<file path="config.mk">
export PLATFORM = sky130hd
export DESIGN_NAME = mash_nth_dsm
export DESIGN_NICKNAME = d
export VERILOG_FILES = /design/src/rtl/mash_pkg.sv /design/src/rtl/mash_acc_stage.sv /design/src/rtl/mash_nth_dsm.sv
export SDC_FILE = /design/constraint.sdc
export NUM_CORES = 1
export LEC_CHECK = 0
export CELL_PAD_IN_SITES_DETAIL_PLACEMENT = 0
export CELL_PAD_IN_SITES_GLOBAL_PLACEMENT = 1
export CORE_UTILIZATION = 35
export CTS_CLUSTER_SIZE = 12
export DETAILED_ROUTE_END_ITERATION = 8
export PLACE_DENSITY_LB_ADDON = 0.08
export SLEW_MARGIN = 15
export SYNTH_ARGS = -nofsm -noshare
export SYNTH_HDL_FRONTEND = slang
export SYNTH_SLANG_ARGS = --single-unit
</file>
<file path="constraint.sdc">
create_clock -name clk -period 16.3 [get_ports clk]
set_input_delay 3.26 -clock clk [delete_from_list [all_inputs] [get_ports clk]]
set_output_delay 3.26 -clock clk [all_outputs]
set_load 0.01 [all_outputs]
</file>
<file path="src/rtl/mash_pkg.sv">
`default_nettype none
// ============================================================================
// Module      : mash_pkg
// Description : Shared constants, types and helpers for the MASH 1-1-..-1
//               delta-sigma modulator (order limits, dither LFSR, y width).
// Revision    : 1.0 - initial release
// ============================================================================
package mash_pkg;

  // Order value meaning "integer-N, modulator bypassed"
  localparam int ORDER_INT       = 0;
  // Highest order the architecture is built for
  localparam int ORDER_MAX_LIMIT = 4;

  // Dither LFSR: 23-bit Fibonacci, polynomial x^23 + x^18 + 1
  localparam int LFSR_WIDTH  = 23;
  localparam int LFSR_TAP_HI = 22;
  localparam int LFSR_TAP_LO = 17;

  typedef logic [LFSR_WIDTH-1:0] lfsr_t;

  // Signed output width needed for a modulator of the given order
  function automatic int y_width(input int order);
    return order + 1;
  endfunction

  // One Fibonacci step; new bit enters at the LSB, which is the dither tap
  function automatic lfsr_t lfsr_next(input lfsr_t s);
    return {s[LFSR_WIDTH-2:0], s[LFSR_TAP_HI] ^ s[LFSR_TAP_LO]};
  endfunction

endpackage
`default_nettype wire

</file>
<file path="src/rtl/mash_acc_stage.sv">
`default_nettype none
// ============================================================================
// Module      : mash_acc_stage
// Description : One first-order accumulator of the MASH chain. Exposes the
//               combinational wrapped sum (input to the next stage) and carry.
// Revision    : 1.0 - initial release
// ============================================================================
module mash_acc_stage #(
  parameter int FRAC_WIDTH = 24
) (
  input  logic                  clk,
  input  logic                  rst_n,
  input  logic                  en,
  input  logic                  clr,
  input  logic [FRAC_WIDTH-1:0] in_val,
  input  logic                  cin,
  output logic [FRAC_WIDTH-1:0] sum,
  output logic                  carry
);

  logic [FRAC_WIDTH-1:0] acc;
  logic [FRAC_WIDTH:0]   s_full;

  // F+1 bit sum: acc + in + cin cannot exceed 2^(F+1)-1, so no extra bit needed
  assign s_full = {1'b0, acc} + {1'b0, in_val} + {{FRAC_WIDTH{1'b0}}, cin};
  assign sum    = s_full[FRAC_WIDTH-1:0];
  assign carry  = en & s_full[FRAC_WIDTH];

  // Accumulator wraps modulo 2^F; a disabled stage is held at zero
  always_ff @(posedge clk) begin
    if (!rst_n || clr || !en) begin
      acc <= '0;
    end else begin
      acc <= s_full[FRAC_WIDTH-1:0];
    end
  end

endmodule
`default_nettype wire

</file>
<file path="src/rtl/mash_nth_dsm.sv">
`default_nettype none
// ============================================================================
// Module      : mash_nth_dsm
// Description : Parametrised MASH 1-1-..-1 delta-sigma modulator with runtime
//               order select, optional LFSR LSB dither and double-buffered
//               integer/fraction/mode load. Produces N = int + y per cycle.
// Revision    : 1.0 - initial release
// ============================================================================
module mash_nth_dsm
  import mash_pkg::*;
#(
  parameter  int                    FRAC_WIDTH = 24,
  parameter  int                    INT_WIDTH  = 8,
  parameter  int                    ORDER_MAX  = 3,
  parameter  logic [LFSR_WIDTH-1:0] LFSR_SEED  = 23'h7FFFFF,
  localparam int                    Y_WIDTH    = y_width(ORDER_MAX)
) (
  input  logic                      clk,
  input  logic                      rst_n,
  input  logic [INT_WIDTH-1:0]      int_i,
  input  logic [FRAC_WIDTH-1:0]     frac_i,
  input  logic [2:0]                order_i,
  input  logic                      dither_en_i,
  input  logic                      load_i,
  output logic signed [Y_WIDTH-1:0] y_o,
  output logic [INT_WIDTH:0]        n_o,
  output logic                      clamp_o
);

  localparam int         ORDER_CAP = (ORDER_MAX > ORDER_MAX_LIMIT) ? ORDER_MAX_LIMIT : ORDER_MAX;
  localparam logic [2:0] ORDER_TOP = 3'(ORDER_CAP);

  // Shadow registers
  logic [INT_WIDTH-1:0]  int_q;
  logic [FRAC_WIDTH-1:0] frac_q;
  logic [2:0]            order_q;
  logic                  dith_q;
  lfsr_t                 lfsr;

  logic [2:0] order_req;
  logic       clr;
  logic       dith_bit;

  // Requests above the built order clamp to it; comparing the clamped value
  // means a request of 7 on a third-order build does not restart the chain
  assign order_req = (order_i > ORDER_TOP) ? ORDER_TOP : order_i;
  assign clr       = load_i && (order_req != order_q);
  assign dith_bit  = dith_q & lfsr[0];

  // Double-buffered settings, loaded on any load_i edge
  always_ff @(posedge clk) begin
    if (!rst_n) begin
      int_q   <= '0;
      frac_q  <= '0;
      order_q <= ORDER_TOP;
      dith_q  <= 1'b0;
    end else if (load_i) begin
      int_q   <= int_i;
      frac_q  <= frac_i;
      order_q <= order_req;
      dith_q  <= dither_en_i;
    end
  end

  // Dither source: restarts from the seed on reset or order change
  always_ff @(posedge clk) begin
    if (!rst_n || clr) begin
      lfsr <= LFSR_SEED;
    end else if (dith_q) begin
      lfsr <= lfsr_next(lfsr);
    end
  end

  // Accumulator chain: chain[k] feeds stage k+1, purely combinational
  logic [ORDER_CAP:0][FRAC_WIDTH-1:0] chain;
  logic [ORDER_CAP-1:0]               carry;
  logic                               unused_tail;

  assign chain[0]    = frac_q;
  assign unused_tail = ^chain[ORDER_CAP];

  generate
    for (genvar g = 0; g < ORDER_CAP; g++) begin : g_stage
      logic stage_en;
      logic stage_cin;
      assign stage_en  = (order_q > 3'(ORDER_INT + g));
      assign stage_cin = (g == 0) ? dith_bit : 1'b0;

      mash_acc_stage #(
        .FRAC_WIDTH (FRAC_WIDTH)
      ) u_stage (
        .clk    (clk),
        .rst_n  (rst_n),
        .en     (stage_en),
        .clr    (clr),
        .in_val (chain[g]),
        .cin    (stage_cin),
        .sum    (chain[g+1]),
        .carry  (carry[g])
      );
    end
  endgenerate

  // Noise cancellation: e[k] belongs to stage k+1; e[ORDER_CAP] is the zero
  // terminator, and disabled stages contribute zero since their c and d are 0
  logic signed [Y_WIDTH-1:0] e [0:ORDER_CAP];
  logic signed [Y_WIDTH-1:0] d [1:ORDER_CAP];

  // Combinational cancellation network from the top stage down to y
  always_comb begin
    for (int k = 0; k <= ORDER_CAP; k++) begin
      e[k] = '0;
    end
    for (int k = ORDER_CAP - 1; k >= 0; k--) begin
      e[k] = $signed({{(Y_WIDTH-1){1'b0}}, carry[k]}) + e[k+1] - d[k+1];
    end
  end

  // One-cycle delay of each e for the (1 - z^-1) differentiators
  always_ff @(posedge clk) begin
    if (!rst_n || clr) begin
      for (int k = 1; k <= ORDER_CAP; k++) begin
        d[k] <= '0;
      end
    end else begin
      for (int k = 1; k <= ORDER_CAP; k++) begin
        d[k] <= e[k];
      end
    end
  end

  // Division value on INT_WIDTH+2 signed bits so a negative result is visible
  logic signed [INT_WIDTH+1:0] n_sum;
  assign n_sum = $signed({2'b00, int_q})
               + $signed({{(INT_WIDTH+2-Y_WIDTH){e[0][Y_WIDTH-1]}}, e[0]});

  // Registered outputs with clamp of negative division values to zero
  always_ff @(posedge clk) begin
    if (!rst_n) begin
      y_o     <= '0;
      n_o     <= '0;
      clamp_o <= 1'b0;
    end else begin
      y_o <= e[0];
      if (n_sum[INT_WIDTH+1]) begin
        n_o     <= '0;
        clamp_o <= 1'b1;
      end else begin
        n_o     <= n_sum[INT_WIDTH:0];
        clamp_o <= 1'b0;
      end
    end
  end

endmodule
`default_nettype wire

</file>
### After elaboration in Yosys (flattened, before gate mapping)

Memory sizes are Yosys's and may differ from the RTL's.
Cells that the tools add are included.

* RAM bits: 12
* word-level logic and storage cells: 54
* flip-flop bits (word level): 145
* memories kept: 1
* input bits: 39
* output and inout bits: 14

Memories
* d: words 3, bits a word 4, read ports 3, clocked after memory_dff 0, wr ports 3, RTL line mash_nth_dsm.sv:107 `logic signed [Y_WIDTH-1:0] d [1:ORDER_CAP];`

* equality and inequality tests: 1
* multiplexer cells: 8
* reductions and logical operators: 10
* add/sub/neg operators: 10
* magnitude comparators: 4
* bitwise logic cells: 9

Operator list (count)
* 24-bit by 24-bit adder with 25-bit output: 3
* 25-bit by 1-bit adder with 25-bit output: 1
* 4-bit two-way mux: 3
* 9-bit by 4-bit adder with 10-bit output: 1
* 2-bit by 4-bit adder with 4-bit output: 2
* 4-bit subtractor: 2
* 3-bit by 1-bit > comparator with 1-bit output, second input constant: 2
* 3-bit by 2-bit > comparator with 1-bit output, second input constant: 2
* 1-bit AND: 4
* 1-bit zero test: 4
* 1-bit logical OR: 4
* 1-bit two-way mux: 4
* 2-bit by 4-bit subtractor with 4-bit output: 1
* 3-bit two-way mux: 1
* 3-bit inequality test: 1
* 1-bit bitwise OR: 3
* 2-bit OR reduction: 1
* 1-bit logical AND: 1
* 1-bit NOT: 1
* 1-bit bitwise XOR: 1

### Depth between registers and ports, before layout

* depth after elaboration: 12
* mapped depth: 45
* gate-level depth less buffers: 43

### Hierarchy

From an unflattened synthesis, not the netlist that was laid out.

* cells, all modules: 1024
* area total of the unflattened synthesis: 9341.5 um^2

By module, submodules not included
* mash_acc_stage at g_stage[1].u_stage ...: area an instance 2010.7 um^2, seq. area each 480.5 um^2, times used 2, cells an instance 235
* mash_nth_dsm: area an instance 3305.7 um^2, seq. area each 1541.5 um^2, times used 1, cells an instance 323
* mash_acc_stage at g_stage[0].u_stage: area an instance 2014.4 um^2, seq. area each 480.5 um^2, times used 1, cells an instance 231

### Least setup slack after synthesis

OpenSTA, ideal clock, no wires.

* path kind: register to register
* start point: register dith_q
* end point: register n_o[3]
* data required time: 16.222 ns
* library setup time: 0.078 ns
* stages on the path, launching flop included: 46
* arrival: 9.045 ns
* period minus slack after synthesis: 9.123 ns
* path slack: 7.177 ns
* path buffers: 2
* path through: dfxtp_1 -> clkbuf_1 -> buf_1 -> nand2_1 -> fa_1 -> fa_1 -> nor2b_1 -> o211ai_1 -> a21oi_1 -> o22a_1 -> o21ai_0 -> xnor2_1 -> ha_1 -> a21o_2 -> or4b_1 -> a32o_2 -> or2_0 -> o211ai_2 -> [... 10 more ...] -> ha_1 -> inv_1 -> ha_1 -> inv_1 -> ha_1 -> ha_1 -> a21o_1 -> a21oi_1 -> xnor2_1 -> inv_1 -> ha_1 -> o21ai_0 -> nand2b_1 -> a31o_2 -> a21oi_1 -> xnor2_1 -> nand2_1 -> nor3_1

RTL lines
* start: declaration: RTL line mash_nth_dsm.sv:37 `logic dith_q;`
* start signal: assignment: RTL line mash_nth_dsm.sv:61 `dith_q <= dither_en_i;`
* end signal: assignment: RTL line mash_nth_dsm.sv:149 `n_o <= n_sum[INT_WIDTH:0];`
* end: declaration: RTL line mash_nth_dsm.sv:26 `output logic [INT_WIDTH:0] n_o,`

==> impl_metrics.csv <==
group,metric,value,unit
worst_setup_path,crit_top_cell,"ha_1",
floorplan,row_count,58,
worst_setup_path,crit_family,"adder cells",
clocking,cts.clk_slew.worst_paths,60,ps
clocking,post_cts_buffers,0,
worst_hold_path,hold_end,"lfsr[6]",
clocking,hold_buffers,0,
worst_setup_path,crit_path_max_fanout,26,
worst_setup_path,cpPeakStageDelay,470,ps
synthesis,synthArstFlopShare,0,%
worst_setup_path,critical_path_class,"flop to flop",
place,routabilityCongestion,0.7994,
drt,wl_per_cell,15.05,um
synthesis,netlist_area,8902,um^2
finish,fin_cells,1384,
worst_hold_path,min_from,"lfsr[6]",
synthesis,synth_area_leaders,"dfxtp_1, ha_1, mux2i_1",
drt,drc_errors,0,
place,io_buffer_count,52,
clocking,cts-resized-gates,0,
power_and_ir_drop,p_per_area,125.0,nW/um^2
sta,slew_headroom,49.79,%
global_route,use_met2,22.49,%
sta,hold_viol_final,0,
synthesis,synth_common_cells,"dfxtp_1, ha_1, nor2_1, a21oi_1, nand2_1",
floorplan,die_h,161.5,um
synthesis,ys_ff_latch,149,
sta,max_freq,99.59,MHz
sta,period_share,61.61,%
worst_hold_path,hold_path_depth,2,
worst_setup_path,crit_arrival,10390,ps
outcome,status,"finished, final reports clean",
global_route,busiest_layer,"met1",
finish,utilization,41.33,%
synthesis,yosysMostFrequentCell,"dfxtp_1",
synthesis,yosys.area.top_type,"dfxtp_1",
drt,wirelength,20.83,mm
drt,num_vias,6940,
worst_setup_path,r2r_start,"dith_q",
worst_setup_path,end_kind,"flop",
synthesis,synth_nets,1133,
sta,setup_violations,0,
sta,period_needed,10040,ps
global_route,grt_use_met3,2.722,%
finish,layout-drive-gt1-share,5.123,%
worst_setup_path,worstPathRequired,16650,ps
worst_setup_path,reg2reg_depth,44,
sta,clock_skew,9.924,ps
synthesis,yosys.area.top_type_share,33.51,%
global_route,first_global_vias,6490,
global_route,grt_antenna_before_repair,0,
finish,insertedDiodeCount,0,
power_and_ir_drop,p_leak,4.612,nW
floorplan,io_pins,53,
clocking,cts_tree,"done",
floorplan,die_w,161.5,um
sta,setup_tns,0,ps
clocking,cts_sinks,149,
floorplan,initial_core_util,35.56,%
worst_setup_path,startpoint,"dith_q",
worst_setup_path,regToRegEndpoint,"n_o[3]",
worst_setup_path,worst-path-buf-inv,5,
clocking,h-tree-depth,4,
drt,drt-vias-per-instance,5.014,
drt,first_pass_iters,4,
floorplan,coreArea,25040,um^2
place,dpl.hpwl,15.61,mm
sta,max_slew.worst_pin.slew,745.3,ps
synthesis,synth_edf_count,0,
finish,syn_to_final_growth,16.25,%
floorplan,die-area,26080,um^2
power_and_ir_drop,peakVddDrop,66.10,uV
synthesis,dominantRegCellSynth,"dfxtp_1",
synthesis,ys_seq_area_share,33.51,%
place,dp.cells,1353,
synthesis,ys_types,65,
clocking,root_buffer,"clkbuf_16",
worst_setup_path,rrSetupSlack,6260,ps
sta,drv_slew,0,
flow_run,maxCapViolations,0,
clocking,cts_buffers,17,
sta,rsz0062_at_grt,"no",
global_route,use_met1,25.71,%
worst_hold_path,hold_class,"flop to flop",
global_route,grt_start_max_net_pins,47,
global_route,grt_first_pass_wirelength,34.09,mm
global_route,overflow,0,
synthesis,synth_warnings,0,
synthesis,avgSynthCellArea,8.920,um^2
clocking,clock_latency,430,ps
drt,ant_nets,0,
worst_setup_path,critPathLaunchType,"flop",
synthesis,synthCells,998,
finish,nets,1177,
worst_setup_path,crit_slowest_cell,"or4b_1",
global_route,grt_use_total,16.49,%
clocking,cts_buffer_depth,2,
drt,drt_iter0_drc,336,
cells by family after synthesis:
group           count (synthesis)  share of synthesized area (%)
fa+ha+maj                      96                          14.00
xor+xnor                       70                          6.887
simple gates                  310                          17.33
buf+inv                        64                          2.713
flops                         149                          33.51
mux                            58                          6.592
compound gates                251                          18.97
cell type report:
type / instances / area (um^2)
fill: 2553 / 14690
multi-input combinational: 785 / 5687
sequential: 149 / 2983
timing repair buffer: 61 / 583.1
clock buffer: 18 / 429.2
tap: 330 / 412.9
clock inverter: 13 / 148.9
inverter: 28 / 105.1
per-layer routing:
| layer | share of wire (%) | vias to the layer above |
|---|---|---|
| met3 | 2.7 | 15 |
| met5 | 0 | - |
| met1 | 56 | 3159 |
| met2 | 40 | 91 |
| li1 | - | 3675 |
| met4 | 1.2 | 0 |
layout by cell type, fill, tap and decap left out, drive strengths merged, types with 3 or more instances in the layout:
master         Yosys  routed
o211a             14      14
a221o              4       4
a21o              30      30
and3              11      11
nor2b             47      47
or3                4       4
xor2              24      24
a31oi              7       7
o21ai             46      46
nand2b            11      11
a21oi             70      70
fa                 6       6
o211ai            11      11
a221oi             6       6
nand2             70      70
inv               28      32
nand4              7       7
buf                7      10
clkbuf            29      18
o22a               3       3
o21bai             6       6
nor3b              3       3
o31ai              7       7
nand3             17      17
a211o              3       3
ha                90      90
nor2              77      77
clkdlybuf4s50      0      51
o22ai              4       4
nor3              24      24
o21a              14      14
mux2i             56      56
a211oi             9       9
dfxtp            149     149
xnor2             46      46
clkinvlp           0       5
and2              28      28
metrics by stage:
| step | power [mW] | setup WS [ps] | cell area, um^2 | hold slack (ps) |
|---|---|---|---|---|
| after floorplan | 0.7820 | 7177 | 8902 | 441.3 |
| after global placement | 0.9154 | 6436 | 9771 | 456.0 |
| after detailed placement | 0.9074 | 6214 | 9771 | 461.0 |
| after CTS | 1.314 | 6146 | 10350 | 479.1 |
| after global routing | 1.385 | 5354 | 10350 | 494.9 |
| final | 1.294 | 6258 | 10350 | 471.4 |
registers in the layout, indices dropped and copies added, names as in the netlist:
signal,count
g_stage.u_stage.acc,72
frac_q,24
lfsr,23
n_o,9
int_q,8
d,4
y_o,4
order_q,3
clamp_o,1
dith_q,1
where the power goes:
part / switching [mW] / total, mW / internal, mW
combinational: 0.268 / 0.470 / 0.202
clock: 0.166 / 0.393 / 0.227
sequential: 0.0171 / 0.431 / 0.414
how the worst max path moves through the flow:
stage               slack (ps)  depth (start not counted)      to
detailed placement        6210                         44  n_o[3]
finish                    6260                         44  n_o[3]
CTS                       6150                         44  n_o[3]
floorplan                 7180                         45  n_o[3]
global placement          6440                         44  n_o[3]
global route              5350                         44  n_o[3]
tightest hold or removal path: stages, from the launching register on:
cell and delay, ps:
dfxtp_1 320, mux2i_1 70, nand2_1 60
No activity file was read; power rests on OpenSTA's default activity.
==> edit, RTL diff (config.mk and constraints unchanged) <==
The package constant `ORDER_MAX_LIMIT` goes from 4 to 2.
--- a/src/rtl/mash_pkg.sv
+++ b/src/rtl/mash_pkg.sv
@@ -11,5 +11,5 @@
   localparam int ORDER_INT       = 0;
   // Highest order the architecture is built for
-  localparam int ORDER_MAX_LIMIT = 4;
+  localparam int ORDER_MAX_LIMIT = 2;
 
   // Dither LFSR: 23-bit Fibonacci, polynomial x^23 + x^18 + 1
Check against the original RTL: not equivalent (a bounded check fails within 4 cycles, from zero or initial values and one cycle with rst_n low).
==> edit against the original RTL <==
Routed wire length decreased by 21%. Cell area decreased by 22%. Worst setup slack improved by 2.9 ns. Area after synthesis decreased by 24%. Sequential share of layout area increased by 1.2 points. Sequential cell count decreased by 28. Die area decreased by 24%. Critical endpoint is now n_o[2].
Power is not compared: it rests on default switching activity, and its combinational part moved more than twofold at a synthesized area within 25%.
==> edit: results (changes against the original RTL) <==
Outcome
  • Status: completed (unchanged)

Routing
  • Vias: 5,473 (was 6,940)
  • Detailed-route wire length: 16,500 µm (was 20,800 µm)
  • Number of DRC markers in iteration 0: 278 (was 336)

STA
  • Fin Clk Skew: 0.00979 ns (was 0.00992 ns)
  • Rel. slew slack: 37.4% (was 49.8%)

Setup path
  • CP Data Required Time: 16.60 ns (was 16.65 ns)
  • Register-to-register setup slack: 9.16 ns (was 6.26 ns)
  • Crit Path Max Fanout: 8 (was 26)
  • Slowest CP cell: fa_1 (was or4b_1)
  • CP max stage delay: 0.46 ns

GRT
  • Total track usage: 17.7% (was 16.5%)
  • Initial antenna violation count: 0 (unchanged)
  • Pin count of the biggest net entering global routing: 40 (was 47)
  • First-pass GRT wire length: 27,700 µm (was 34,100 µm)

Clock network
  • CTS HTree Levels: 4 (unchanged)
  • Root buffer cell: clkbuf_16 (unchanged)
  • CTS resizes: 0 (unchanged)
  • CTS buffer count: 17 (unchanged)
  • Post-CTS setup buffers: 0 (unchanged)

Synth
  • Sequential fraction of the synthesis area: 35.9% (was 33.5%)
  • Synth Flop Type: dfxtp_1 (unchanged)
  • Synth unique cells: 63 (was 65)
  • Synthesized Nets: 857 (was 1,133)
  • Synth cell count leaders: dfxtp_1, nor2_1, nand2_1 (was dfxtp_1, ha_1, nor2_1)
  • Synth area leaders: dfxtp_1, ha_1, mux2i_1 (unchanged)
  • YS warnings: 0 (unchanged)

Pwr
  • Static Leak: 3.40 nW
  • Peak VDD IR: 0.0687 mV

Placed design
  • Number of port buffers: 52 (unchanged)
  • Placed wire-length estimate: 12,100 µm (was 15,600 µm)
  • Placement Cell Area: 0.00746 mm² (was 0.00977 mm²)
  • Gpl congestion: 0.850 (was 0.799)

Cells and area
  • Regs by FF count: g_stage.u_stage.acc: 48 flops, frac_q: 24 flops, lfsr: 23 flops (was g_stage.u_stage.acc: 72 flops, frac_q: 24 flops, lfsr: 23 flops)
  • Fin nets: 897 (was 1,177)
  • Ant. Diodes: 0 (unchanged)
  • Final-layout fill cell count: 1,845 (was 2,553)
  • Share of layout cells above drive strength 1: 6.76% (was 5.12%)

Worst hold path
  • Worst Hold Class: flop to flop (unchanged)
## edit: changes by cell type in the layout (fill, tap and decap cells not counted), moves of 20 or more
cell     before  now
a21oi_1      70   45
nor3_1       24    4
o21ai_0      45   24
nor2b_1      47    4
nor2_1       77  105
dfxtp_1     149  121
ha_1         90   53
## edit: through the flow
step / cells / setup slack, ns / total power (W) / hold WS [ns]
2_1_floorplan: 761 / 9.25 / 0.000484 / 0.441
3_3_place_gp: 1016 / 9.29 / 0.000538 / 0.454
3_5_place_dp: 1016 / 9.16 / 0.000539 / 0.460
4_1_cts: 1048 / 9.12 / 0.000934 / 0.479
5_1_grt: 1048 / 8.36 / 0.000975 / 0.499
6_report: 1048 / 9.16 / 0.000923 / 0.469
## edit: worst paths after layout
path              startpoint  endpoint  cells past startpoint
setup reg to reg   frac_q[0]    n_o[2]                     30
hold reg to reg     lfsr[10]  lfsr[11]                      2
hold / removal      lfsr[10]  lfsr[11]                      2
setup / recovery   frac_q[0]    n_o[2]                     30
## edit: power breakdown
| group | total [W] | switching (W) | internal [W] |
|---|---|---|---|
| Sequential | 0.000333 | 0.0000117 | 0.000321 |
| Combinational | 0.000200 | 0.000114 | 0.0000858 |
| Clock | 0.000390 | 0.000158 | 0.000232 |
## edit: final cells by class
class,count,area (µm²),area share (%)
multi-input combinational,575,4070,50.5
tap,234,293,3.63
inverter,25,93.8,1.16
clock inverter,15,176,2.19
timing repair buffer,61,583,7.23
clock buffer,17,425,5.27
sequential,121,2420,30.0
## edit: critical path, delay by kind of cell, from the launching register on
kind	cells	cell delay, ns
AO/OA/AOI/OAI	12	2.86
adder cells (fa/ha/maj)	7	2.27
AND/OR/NAND/NOR	6	1.22
flip-flops	1	0.33
buffers and inverters	4	0.24
XOR/XNOR	1	0.10
## edit: logic make-up (layout without fill, tap and decap cells)
| family | count (synthesis) | after routing | synth area share (%) |
|---|---|---|---|
| AOI/OAI and AO/OA | 174 | 174 | 18.4 |
| muxes | 59 | 59 | 8.80 |
| and+or+nand+nor | 235 | 235 | 15.7 |
| buffers and inverters | 65 | 118 | 3.71 |
| adders and majority gates | 57 | 57 | 11.0 |
| DFF | 121 | 121 | 35.9 |
| xor gates and xnor gates | 50 | 50 | 6.50 |
## edit: per-layer routing
layer | part of all wire (%) | GRT usage (%) | wire length, µm | up-vias
li1 | - | - | - | 2787
met1 | 49 | 23.0 | 8010 | 2575
met2 | 46 | 28.7 | 7610 | 92
met3 | 3.5 | 4.04 | 579 | 19
met4 | 1.7 | 6.29 | 283 | 0
met5 | 0 | 0 | 0 | -
